$ cat src/rtl/mode4_exp_accum_pkg.sv
// Shared fp16 constants and helpers for the mode-4 exp accumulator.
// Also provides the `DATAWIDTH/`MANTISSA/`EXPONENT/`IEEE_COMPLIANCE/`FP16_* macros.
`ifndef MODE4_EXP_ACCUM_DEFINES
`define MODE4_EXP_ACCUM_DEFINES
`define DATAWIDTH 16
`define MANTISSA 10
`define EXPONENT 5
`define IEEE_COMPLIANCE 1
`define FP16_ZERO 16'h0000
`define FP16_MAX_FINITE 16'h7BFF
`define FP16_POS_INF 16'h7C00
`endif

package mode4_exp_accum_pkg;

   localparam int unsigned DataWidth = `DATAWIDTH;
   localparam int unsigned MantWidth = `MANTISSA;
   localparam int unsigned ExpWidth  = `EXPONENT;

   localparam logic [DataWidth-1:0] FP16Zero      = `FP16_ZERO;
   localparam logic [DataWidth-1:0] FP16MaxFinite = `FP16_MAX_FINITE;
   localparam logic [DataWidth-1:0] FP16PosInf    = `FP16_POS_INF;

   // All-ones exponent field: the operand is an infinity or a NaN.
   function automatic logic is_inf_nan(input logic [DataWidth-1:0] x);
      return &x[MantWidth +: ExpWidth];
   endfunction

endpackage

$ cat src/rtl/mode4_fp_add.sv
// Combinational fp16 adder, round-to-nearest-even, with guard/round/sticky alignment.
// IeeeCompliance=0 flushes denormal operands and results to signed zero.
module mode4_fp_add
   import mode4_exp_accum_pkg::*;
#(
   parameter int unsigned IeeeCompliance = `IEEE_COMPLIANCE
) (
   input  logic [DataWidth-1:0] a,
   input  logic [DataWidth-1:0] b,
   output logic [DataWidth-1:0] z
);

   logic        a_nan, b_nan, a_inf, b_inf, a_big, eff_sub;
   logic [4:0]  a_e, b_e, big_e, sml_e, d;
   logic [10:0] a_m, b_m, big_m, sml_m;
   logic        big_s;
   logic [45:0] sml_wide;
   logic [13:0] big_x, sml_x, mant;
   logic [14:0] s;
   logic [5:0]  e;
   logic [3:0]  lz;
   logic        rup;
   logic [15:0] val;

   always_comb begin
      a_nan = (&a[14:10]) & (|a[9:0]);
      b_nan = (&b[14:10]) & (|b[9:0]);
      a_inf = (&a[14:10]) & ~(|a[9:0]);
      b_inf = (&b[14:10]) & ~(|b[9:0]);

      // Denormals use exponent 1 with no hidden bit.
      a_e = (a[14:10] == 5'd0) ? 5'd1 : a[14:10];
      b_e = (b[14:10] == 5'd0) ? 5'd1 : b[14:10];
      a_m = {a[14:10] != 5'd0, a[9:0]};
      b_m = {b[14:10] != 5'd0, b[9:0]};
      if (IeeeCompliance == 0) begin
         if (a[14:10] == 5'd0) a_m = '0;
         if (b[14:10] == 5'd0) b_m = '0;
      end

      a_big   = a[14:0] >= b[14:0];
      big_s   = a_big ? a[15] : b[15];
      big_e   = a_big ? a_e : b_e;
      sml_e   = a_big ? b_e : a_e;
      big_m   = a_big ? a_m : b_m;
      sml_m   = a_big ? b_m : a_m;
      eff_sub = a[15] ^ b[15];

      d        = big_e - sml_e;
      sml_wide = {sml_m, 3'b000, 32'd0} >> d;
      sml_x    = {sml_wide[45:33], |sml_wide[32:0]};
      big_x    = {big_m, 3'b000};
      s        = eff_sub ? ({1'b0, big_x} - {1'b0, sml_x}) : ({1'b0, big_x} + {1'b0, sml_x});

      lz = 4'd14;
      for (int i = 0; i < 14; i++) begin
         if (s[i]) lz = 4'(13 - i);
      end

      e = {1'b0, big_e};
      if (s[14]) begin
         mant = {s[14:2], s[1] | s[0]};
         e    = e + 6'd1;
      end else if ({2'b00, lz} < e) begin
         mant = s[13:0] << lz;
         e    = e - {2'b00, lz};
      end else begin
         // Normalisation stops at the minimum exponent: the result is denormal.
         mant = s[13:0] << (e - 6'd1);
         e    = 6'd1;
      end

      rup = mant[2] & (mant[1] | mant[0] | mant[3]);
      // Rounding carries ripple naturally into the exponent field.
      val = {(mant[13] ? e : 6'd0), mant[12:3]} + 16'(rup);

      if (val[15:10] >= 6'd31) begin
         z = {big_s, 5'h1F, 10'd0};
      end else if ((IeeeCompliance == 0) && (val[14:10] == 5'd0)) begin
         z = {big_s, 15'd0};
      end else begin
         z = {big_s, val[14:0]};
      end

      if (s == 15'd0) z = {big_s & ~eff_sub, 15'd0};

      if (a_nan || b_nan || (a_inf && b_inf && eff_sub)) begin
         z = 16'h7E00;
      end else if (a_inf) begin
         z = a;
      end else if (b_inf) begin
         z = b;
      end
   end

endmodule

$ cat src/rtl/mode4_exp_accum.sv
// Accumulates NUM_ELEMS fp16 exp values in arrival order and hands the sum to the ln stage.
// Optional MODE4_SAT_EN clamps adder overflow from finite operands to the largest finite value.
module mode4_exp_accum
   import mode4_exp_accum_pkg::*;
#(
   parameter int unsigned NUM_ELEMS = 64,
   parameter int unsigned CNT_W     = $clog2(NUM_ELEMS + 1)
) (
   input  logic                 clk,
   input  logic                 reset,
   input  logic                 in_valid,
   output logic                 in_ready,
   input  logic [DataWidth-1:0] in_data,
   output logic                 out_valid,
   input  logic                 out_ready,
   output logic [DataWidth-1:0] out_data
);

   typedef enum logic {StAccum = 1'b0, StDone = 1'b1} state_e;

   state_e               state_q, state_d;
   logic [DataWidth-1:0] acc_q, acc_d, sum, sum_sel;
   logic [CNT_W-1:0]     cnt_q, cnt_d;

   mode4_fp_add #(
      .IeeeCompliance(`IEEE_COMPLIANCE)
   ) u_fp_add (
      .a(acc_q),
      .b(in_data),
      .z(sum)
   );

`ifdef MODE4_SAT_EN
   assign sum_sel = ((sum == FP16PosInf) && !is_inf_nan(acc_q) && !is_inf_nan(in_data)) ?
                    FP16MaxFinite : sum;
`else
   assign sum_sel = sum;
`endif

   always_comb begin
      state_d   = state_q;
      acc_d     = acc_q;
      cnt_d     = cnt_q;
      in_ready  = 1'b0;
      out_valid = 1'b0;
      case (state_q)
         StAccum: begin
            in_ready = 1'b1;
            if (in_valid) begin
               acc_d = sum_sel;
               cnt_d = cnt_q + CNT_W'(1);
               if (cnt_q == CNT_W'(NUM_ELEMS - 1)) state_d = StDone;
            end
         end
         StDone: begin
            out_valid = 1'b1;
            if (out_ready) begin
               acc_d   = FP16Zero;
               cnt_d   = '0;
               state_d = StAccum;
            end
         end
      endcase
   end

   always_ff @(posedge clk) begin
      if (reset) begin
         state_q <= StAccum;
         acc_q   <= FP16Zero;
         cnt_q   <= '0;
      end else begin
         state_q <= state_d;
         acc_q   <= acc_d;
         cnt_q   <= cnt_d;
      end
   end

   assign out_data = acc_q;

endmodule
$ cat config.mk
export PLATFORM = sky130hd
export DESIGN_NAME = mode4_exp_accum
export DESIGN_NICKNAME = d
export VERILOG_FILES = /design/src/rtl/mode4_exp_accum_pkg.sv /design/src/rtl/mode4_fp_add.sv /design/src/rtl/mode4_exp_accum.sv
export SDC_FILE = /design/constraint.sdc
export NUM_CORES = 1
export LEC_CHECK = 0
export CAP_MARGIN = 20
export CORE_AREA = 2 2 137 112
export DETAILED_ROUTE_END_ITERATION = 8
export DIE_AREA = 0 0 139 114
export HOLD_SLACK_MARGIN = 0.1
export PLACE_DENSITY = 0.81
export SYNTH_ARGS = -nofsm -noshare
export SYNTH_HDL_FRONTEND = slang
export SYNTH_HIERARCHICAL = 1
export SYNTH_SLANG_ARGS = --single-unit
$ cat constraint.sdc
create_clock -name clk -period 15.9 [get_ports clk]
set_input_delay 3.18 -clock clk [delete_from_list [all_inputs] [get_ports clk]]
set_output_delay 3.18 -clock clk [all_outputs]
set_load 0.02 [all_outputs]
Word level (Yosys, flattened, before mapping) --
Index checks and enable logic that the tools add are counted. Widths: inputs -> output; s select.
Word-level totals: bits in registers 24, input bits 20, output and inout bits 18, word-level logic and storage cells 95
Cells by class: add/sub/neg operators 8, $lt $le $gt $ge 3, eq/ne operators 4, shifts and indexed selects 3, muxes and demuxes 44, bitwise operators 14, reduce and logical (&&, ||, !) cells 16
Operators by type and width (count):
- $mux 16 | 6
- $shr 46x5->46 | 1
- $reduce_or 33->1 | 1
- $mux 4 | 8
- $pmux 16 s2 | 1
- $mux 15 | 2
- $mux 14 | 2
- $mux 11 | 2
- $mux 5 | 4
- $reduce_or 10->1 | 2
- $mux 6 | 3
- $add 16x1->16 | 1
- $add 14x14->15 | 1
- $ge 15x15->1 | 1
- $logic_not 15->1 | 1
- $sub 14x14->15 | 1
- $mux 7 | 2
- $pmux 7 s2 | 1
- $shl 14x4->14 | 1
- $shl 14x6->14 | 1
- $mux 3 | 4
- $logic_not 5->1 | 2
- $reduce_and 5->1 | 2
- $reduce_bool 5->1 | 2
- other kinds (21) | 40

Depth between registers and ports, before layout --
Gate-level depths: netlist of the first run.
word-level depth 37, depth in mapped cells 63, depth with buffers taken out 54

Cells and area by module --
Netlist of the first run, hierarchy kept.
Modules (own cells, without submodules):
- mode4_fp_add | times used 1, cells each 971, area an instance 6366.1 sq um, sequential area each 0.0 sq um
- mode4_exp_accum | times used 1, cells each 96, area an instance 897.1 sq um, sequential area each 480.5 sq um

Worst setup path after synthesis of the first run --
OpenSTA, ideal clock, no wires.
path kind input to register, from input in_data[14], to register acc_q[1] (netlist: out_data[1]), library setup time 127 ps, arrival 14809 ps, required time 15773 ps, slack 963 ps, cell stages on the path 56, path buffers 9, cells stage by stage inv_1 ha_1 a21oi_1 o21ai_1 a21o_1 buf_4 nor3_1 buf_6 clkbuf_1 o31ai_1 clkbuf_1 clkbuf_1 ha_1 fa_1 buf_2 clkbuf_1 buf_2 mux2_2 (+20 left out) inv_1 fa_1 a21boi_0 o21ai_0 inv_1 o21ai_1 buf_2 nand2_2 mux2_2 o41ai_1 a31oi_1 or2_1 nor4_4 xnor2_1 o211ai_4 nor3_1 a22oi_1 nor2_1
On the way: word-level cells in the longest chain between the ends 37, elaborated cells on any way between the ends 62, classes of those cells add/sub (7); order compare (3); eq/ne (1); shift (3); mux (32); bitwise (6); reduce/logical (10)
RTL lines:
- from (decl) | line mode4_exp_accum.sv:13 | input logic [DataWidth-1:0] in_data,
- parallel branches: the longest is 34 deep, another holds $ge 15x15->1
- $mux 16 (*) | line mode4_fp_add.sv:87 | if (a_nan || b_nan || (a_inf && b_inf && eff_sub)) begin
- via sum[1] | line mode4_exp_accum.sv:22 | logic [DataWidth-1:0] acc_q, acc_d, sum, sum_sel;
- $mux 16 (*) | line mode4_exp_accum.sv:49 | if (in_valid) begin
- $pmux 16 s2 (*) | line mode4_exp_accum.sv:46 | case (state_q)
- to (signal assigned) | line mode4_exp_accum.sv:69 | acc_q <= FP16Zero;
- to (decl) | line mode4_exp_accum.sv:22
Mark *: on every way through the listed nets, which the timed path passes. The select of a mux whose other input is x is not followed. A chain may end at the register's enable or synchronous reset.

Final worst setup path of the first run --
Ends and elaborated chain as after synthesis.

==> flow_summary.ini, run 1 <==
[timing]
fin_crit_sh_pct = 95.7
finClkSkew_ns = 0.00269
fmax_ghz = 0.0657
period_needed_ns = 15.22
worst_slack_ns = 0.681
finalMaxSlewViolations = 0
maxSlewHeadroom_pct = 39.5
worst_slew_pin_slew_ns = 0.898
setup_viol = 0
hold_ws_ns = 0.469
hold_viol = 0

[floorplan]
die_x_um = 139
dieArea_um2 = 15800
die_h_um = 114
core_um2 = 14600
num_rows = 40
ios = 38
initial_core_util_pct = 49.7

[run]
cap_violations = 0

[critical_path]
r2r_end = out_data[1]
crit_start = in_data[14]
critical_path_class = primary input to flip-flop
r2r_slack_ns = 3.76
rr_worst_depth = 48
end_kind = flip-flop
cpMaxStageDelayCell = fa_2
cp.required_ns = 16.08
critPathCapture = out_data[1]
cp_slowest_stage_delay_ns = 0.71
path_max_fanout = 11
arrival_ns = 15.40
startpoint_type = primary input
r2r_start = out_data[1]

[logic_synthesis]
synth_top_area_share_pct = 8.44
synth_warnings = 6
synthMuxAreaShare_pct = 7.17
synth-edff-count = 0
synth.most_common_cell = nand2_1
ys.flop_type = dfxtp_1
synth_fp_nets = 1139
synth_xor_area_share_pct = 4.82
ys_top_cells_by_area = ha_1 (8.4%), dfxtp_1 (6.6%), nand2_1 (6.6%)
syn_avg_cell_area_um2 = 6.81
async_flop_share_pct = 0
synth_top_family_by_area = compound AO/OA/AOI/OAI gates
synthCells = 1067
seq_area_frac_synth_pct = 6.61
synth-compound-area-share_pct = 36.8
synth.distinct_cells = 104
synth_fa_ha_area_share_pct = 9.27
yosysTopAreaCell = ha_1
ys_seq_elements = 24
synth-simple-area-share_pct = 28.8
synth_common_cells = nand2_1 (127), nor2_1 (110), o21ai_0 (77), a21oi_1 (72), inv_1 (56)
synth.cell_area_um2 = 7260

[global_route]
first_global_vias = 7782
grt_antenna_before_repair = 0
grt_use_total_pct = 32.1
grt_max_degree = 36
grt_pass1_wl_um = 42000
overflow = 0

[placed_design]
port_buffers = 37
dp_cells = 1276
place_ws_ns = 0.0928
place_congestion = 1.02
dp_hpwl_um = 20700

[clock_network]
clk_pin_slew_ns = 0.06
clk_latency_ns = 0.25
clock-sinks = 24
cts_made_buffers = 3
cts-root-buf = clkbuf_16
cts_tree = built
clk_path_buf_depth = 2
cts_hold_buf = 0
h-tree-depth = 1

[cells_and_area]
area_delta_synth_final_pct = 11.9
fillers = 1409
drive_gt1_share_pct = 11.9
antenna_cells = 0
nets = 1176
finish.cell_count_without_fillers = 1291

[route]
routedWlPerCell_um = 20.5
drt_iter0_drc = 1096
final_antenna_net_count = 0
via_per_inst = 6.79
drcViolationCount = 0
vias = 8760
first_pass_iters = 6
drt_wl_total_um = 26500

[worst_hold_path]
hold_class = flip-flop to flip-flop

[outcome]
status = complete, no violations
==> cells by family after synthesis <==
| kind of cell | Yosys count |
|---|---|
| and+or+nand+nor | 416 |
| AOI/OAI and AO/OA | 372 |
| buffers and inverters | 115 |
| adders and majority gates | 52 |
| muxes | 48 |
| xor gates and xnor gates | 40 |
| DFF | 24 |
==> what timing repair did <==
action	4_1_cts	5_1_grt
setup buffers	0	12
endpoints found under the setup margin	0	15
resized for setup	0	11
==> how the worst min path moves through the flow <==
stage               endpoint  depth (start not counted)  slack, ns     start
finish              cnt_q[6]                          2       0.47  cnt_q[6]
detailed placement  cnt_q[6]                          2       0.46  cnt_q[6]
global route        cnt_q[6]                          2       0.51  cnt_q[6]
CTS                 cnt_q[6]                          2       0.47  cnt_q[6]
global placement    cnt_q[6]                          2       0.46  cnt_q[6]
floorplan           cnt_q[6]                          2       0.44  cnt_q[6]
==> routing by layer <==
layer	GRT usage [%]	routed length, um	part of all wire [%]	up-vias
met5	0	0	0	-
met4	6.53	531	2.0	0
met2	47.3	10700	40	604
met3	8.77	3600	14	65
met1	46.7	11700	44	3989
li1	-	-	-	4102
==> metrics by stage <==
step	cell area (um2)	TNS, ns	util, %
finish	8130	0	55.6
global route	8130	-0.0348	55.6
CTS	7990	0	54.7
detailed placement	7920	0	54.2
global placement	7920	0	54.2
floorplan	7260	0	-
==> placed cells by master, fill, tap and decap left out, types with 11 or more instances in the layout <==
cell,n
a211oi_1,15
a21oi_1,72
a22oi_1,20
buf_4,50
clkdlybuf4s50_1,37
dfxtp_1,24
ha_1,49
inv_1,56
mux2_2,12
mux2i_1,34
nand2_1,126
nand3_1,36
nand4_1,16
nor2_1,110
nor3_1,19
nor4_1,12
o211ai_1,22
o21ai_0,76
o31ai_1,13
or3_1,12
xnor2_1,29
xor2_1,11
==> flip-flops by register name, summed over array words and instances, names as in the netlist <==
register  count
out_data     16
state_q       1
cnt_q         7
==> cell type report <==
class | instances | area, um2 | share of cell area, %
clock buffers | 3 | 75.1 | 0.924
multi-input cells | 928 | 6360 | 78.3
flip-flops and latches | 24 | 480 | 5.91
repair buffers | 87 | 746 | 9.17
inverters | 60 | 228 | 2.80
well taps | 189 | 236 | 2.91
==> critical path: cells and delay by family <==
family,cells,cell delay (ns)
xor+xnor,1,0.14
simple gates,15,2.87
compound gates,19,5.17
mux,2,0.67
fa+ha+maj,6,1.92
buf+inv,8,1.41
Power of run 1 is left out: the tool's default activity adds up to more than one toggle a clock period on the data nets, which glitch-free logic cannot reach.
==> run 2, diff against run 1 <==
--- a/config.mk
+++ b/config.mk
@@ -10,7 +10,7 @@
 export DETAILED_ROUTE_END_ITERATION = 8
 export DIE_AREA = 0 0 139 114
 export HOLD_SLACK_MARGIN = 0.1
-export PLACE_DENSITY = 0.81
+export PLACE_DENSITY = 0.79
 export SYNTH_ARGS = -nofsm -noshare
 export SYNTH_HDL_FRONTEND = slang
 export SYNTH_HIERARCHICAL = 1
==> constraint.sdc (replaced) <==
create_clock -name clk -period 16.9 [get_ports clk]
set_input_delay 3.38 -clock clk [delete_from_list [all_inputs] [get_ports clk]]
set_output_delay 3.38 -clock clk [all_outputs]
set_load 0.05 [all_outputs]
==> run 2 against run 1 <==
  * Sequential share of layout area increased by 0.083 points
  * Sequential cell count unchanged
  * Setup slack improved by 0.28 ns
  * Hold slack improved by 0.0052 ns
  * Final cell count decreased by 0.77%
  * Register-to-register slack improved by 0.52 ns
  * Critical path depth decreased by 1
  * First-iteration DRC count decreased by 17%
  * Largest cell class unchanged
  * Highest routed layer unchanged
==> flow_summary.ini, run 2 (same netlist as run 1, synthesis figures left out) <==
[outcome]
status = complete, no violations

[clock_network]
clk_latency_ns = 0.25
cts_made_buffers = 3
clock-sinks = 24
clk_path_buf_depth = 2
h-tree-depth = 1
cts_tree = built
clk_pin_slew_ns = 0.06
cts_hold_buf = 0
cts-root-buf = clkbuf_16

[critical_path]
path_max_fanout = 20
startpoint_type = primary input
critical_path_class = primary input to flip-flop
cp.buffers_inverters = 7
crit_path_frequent_cell = nand2_1
end_kind = flip-flop
crit_family = compound AO/OA/AOI/OAI gates
arrival_ns = 16.05
cpMaxStageDelayCell = fa_2
cp.required_ns = 17.01
cp_slowest_stage_delay_ns = 0.83

[cells_and_area]
fillers = 1462
nets = 1166
largest_register_ffs = 16
area_delta_synth_final_pct = 10.4
seq_area_um2 = 480
antenna_cells = 0
drive_gt1_share_pct = 10.5
multiInputGateArea_um2 = 6330
final_core_util_pct = 54.9
finish.cell_count_without_fillers = 1281
mostFrequentLayoutCells = nand2_1 (127), nor2_1 (110), o21ai_0 (76), a21oi_1 (72), inv_1 (56)
layout_commonest_cell = nand2_1

[timing]
tns_ns = 0
setup_viol = 0
finClkSkew_ns = 0.00219
hold_viol = 0
period_needed_ns = 15.94
fin_crit_sh_pct = 94.3
finalMaxSlewViolations = 0
worst_slew_pin_slew_ns = 0.962
maxSlewHeadroom_pct = 35.4
hold_ws_ns = 0.474
rsz0062_at_grt = no
fmax_ghz = 0.0627

[placed_design]
port_buffers = 37
dp_cells = 1278
place_congestion = 1.01
dp_hpwl_um = 20800

[global_route]
grt_use_total_pct = 32.6
overflow = 0
first_global_vias = 7700
grt_max_degree = 36
grt_antenna_before_repair = 0
grt_pass1_wl_um = 42500

[floorplan]
num_rows = 40
dieArea_um2 = 15800
ios = 38
core_um2 = 14600
initial_core_util_pct = 49.7
die_h_um = 114
die_x_um = 139

[route]
wl_met1_um = 12000
top_layer_used = met4
via_per_inst = 6.74
met3_length_um = 2870
drt_wl_total_um = 26500
vias = 8638
routed-wl-met2_um = 10800
routedWlPerCell_um = 20.7
drt_iter0_drc = 907
final_antenna_net_count = 0
drcViolationCount = 0
first_pass_iters = 5

[run]
cap_violations = 0

[worst_hold_path]
hold_class = flip-flop to flip-flop
run 2: worst register-to-register path, delay by kind of cell (launching register included):
family | cells | cell delay (ns)
flip-flops | 1 | 0.38
XOR/XNOR | 1 | 0.20
AO/OA/AOI/OAI | 22 | 6.07
multiplexers | 1 | 0.35
AND/OR/NAND/NOR | 14 | 2.54
buffers and inverters | 5 | 0.98
adder cells (fa/ha/maj) | 5 | 1.97
run 2: worst paths after layout:
kind	start	end	slack, ns	cells after the start
min	cnt_q[6]	cnt_q[6]	0.47	2
max reg2reg	out_data[14]	out_data[7]	4.28	48
min reg2reg	cnt_q[6]	cnt_q[6]	0.47	2
max	in_data[12]	out_data[7]	0.96	50
run 2: per-layer routing:
metal	global-route usage (%)	up-vias
li1	-	4074
met1	48.6	3976
met2	47.8	529
met3	5.63	59
met4	9.83	0
met5	0	-
run 2: cell type report:
| cell class | count | area share [%] |
|---|---|---|
| Timing Repair Buffer | 77 | 8.37 |
| Multi-Input combinational cell | 928 | 78.9 |
| Clock buffer | 3 | 0.936 |
| Tap cell | 189 | 2.95 |
| Sequential cell | 24 | 5.99 |
| Inverter | 60 | 2.84 |
run 2: what timing repair did:
| action | in CTS | in global routing |
|---|---|---|
| buffers inserted | 0 | 0 |
| setup endpoints to repair | 0 | 15 |
| resized for setup | 0 | 2 |
run 2: metrics by stage:
stage,setup slack (ns),cell area (um2)
global placement,0.906,7930
finish,0.957,8020
detailed placement,0.831,7930
CTS,1.04,8010
floorplan,1.75,7260
global route,0.0243,8020
Power of run 2 is left out for the same reason.
==> run 3, diff against run 2 <==
--- a/config.mk
+++ b/config.mk
@@ -9,7 +9,6 @@
 export CORE_AREA = 2 2 137 112
 export DETAILED_ROUTE_END_ITERATION = 8
 export DIE_AREA = 0 0 139 114
-export HOLD_SLACK_MARGIN = 0.1
 export PLACE_DENSITY = 0.79
 export SYNTH_ARGS = -nofsm -noshare
 export SYNTH_HDL_FRONTEND = slang
==> results of run 3 <==
Same layout as run 2: the final DEF is identical, and so are final timing and power.
Power of run 3 is left out for the same reason.
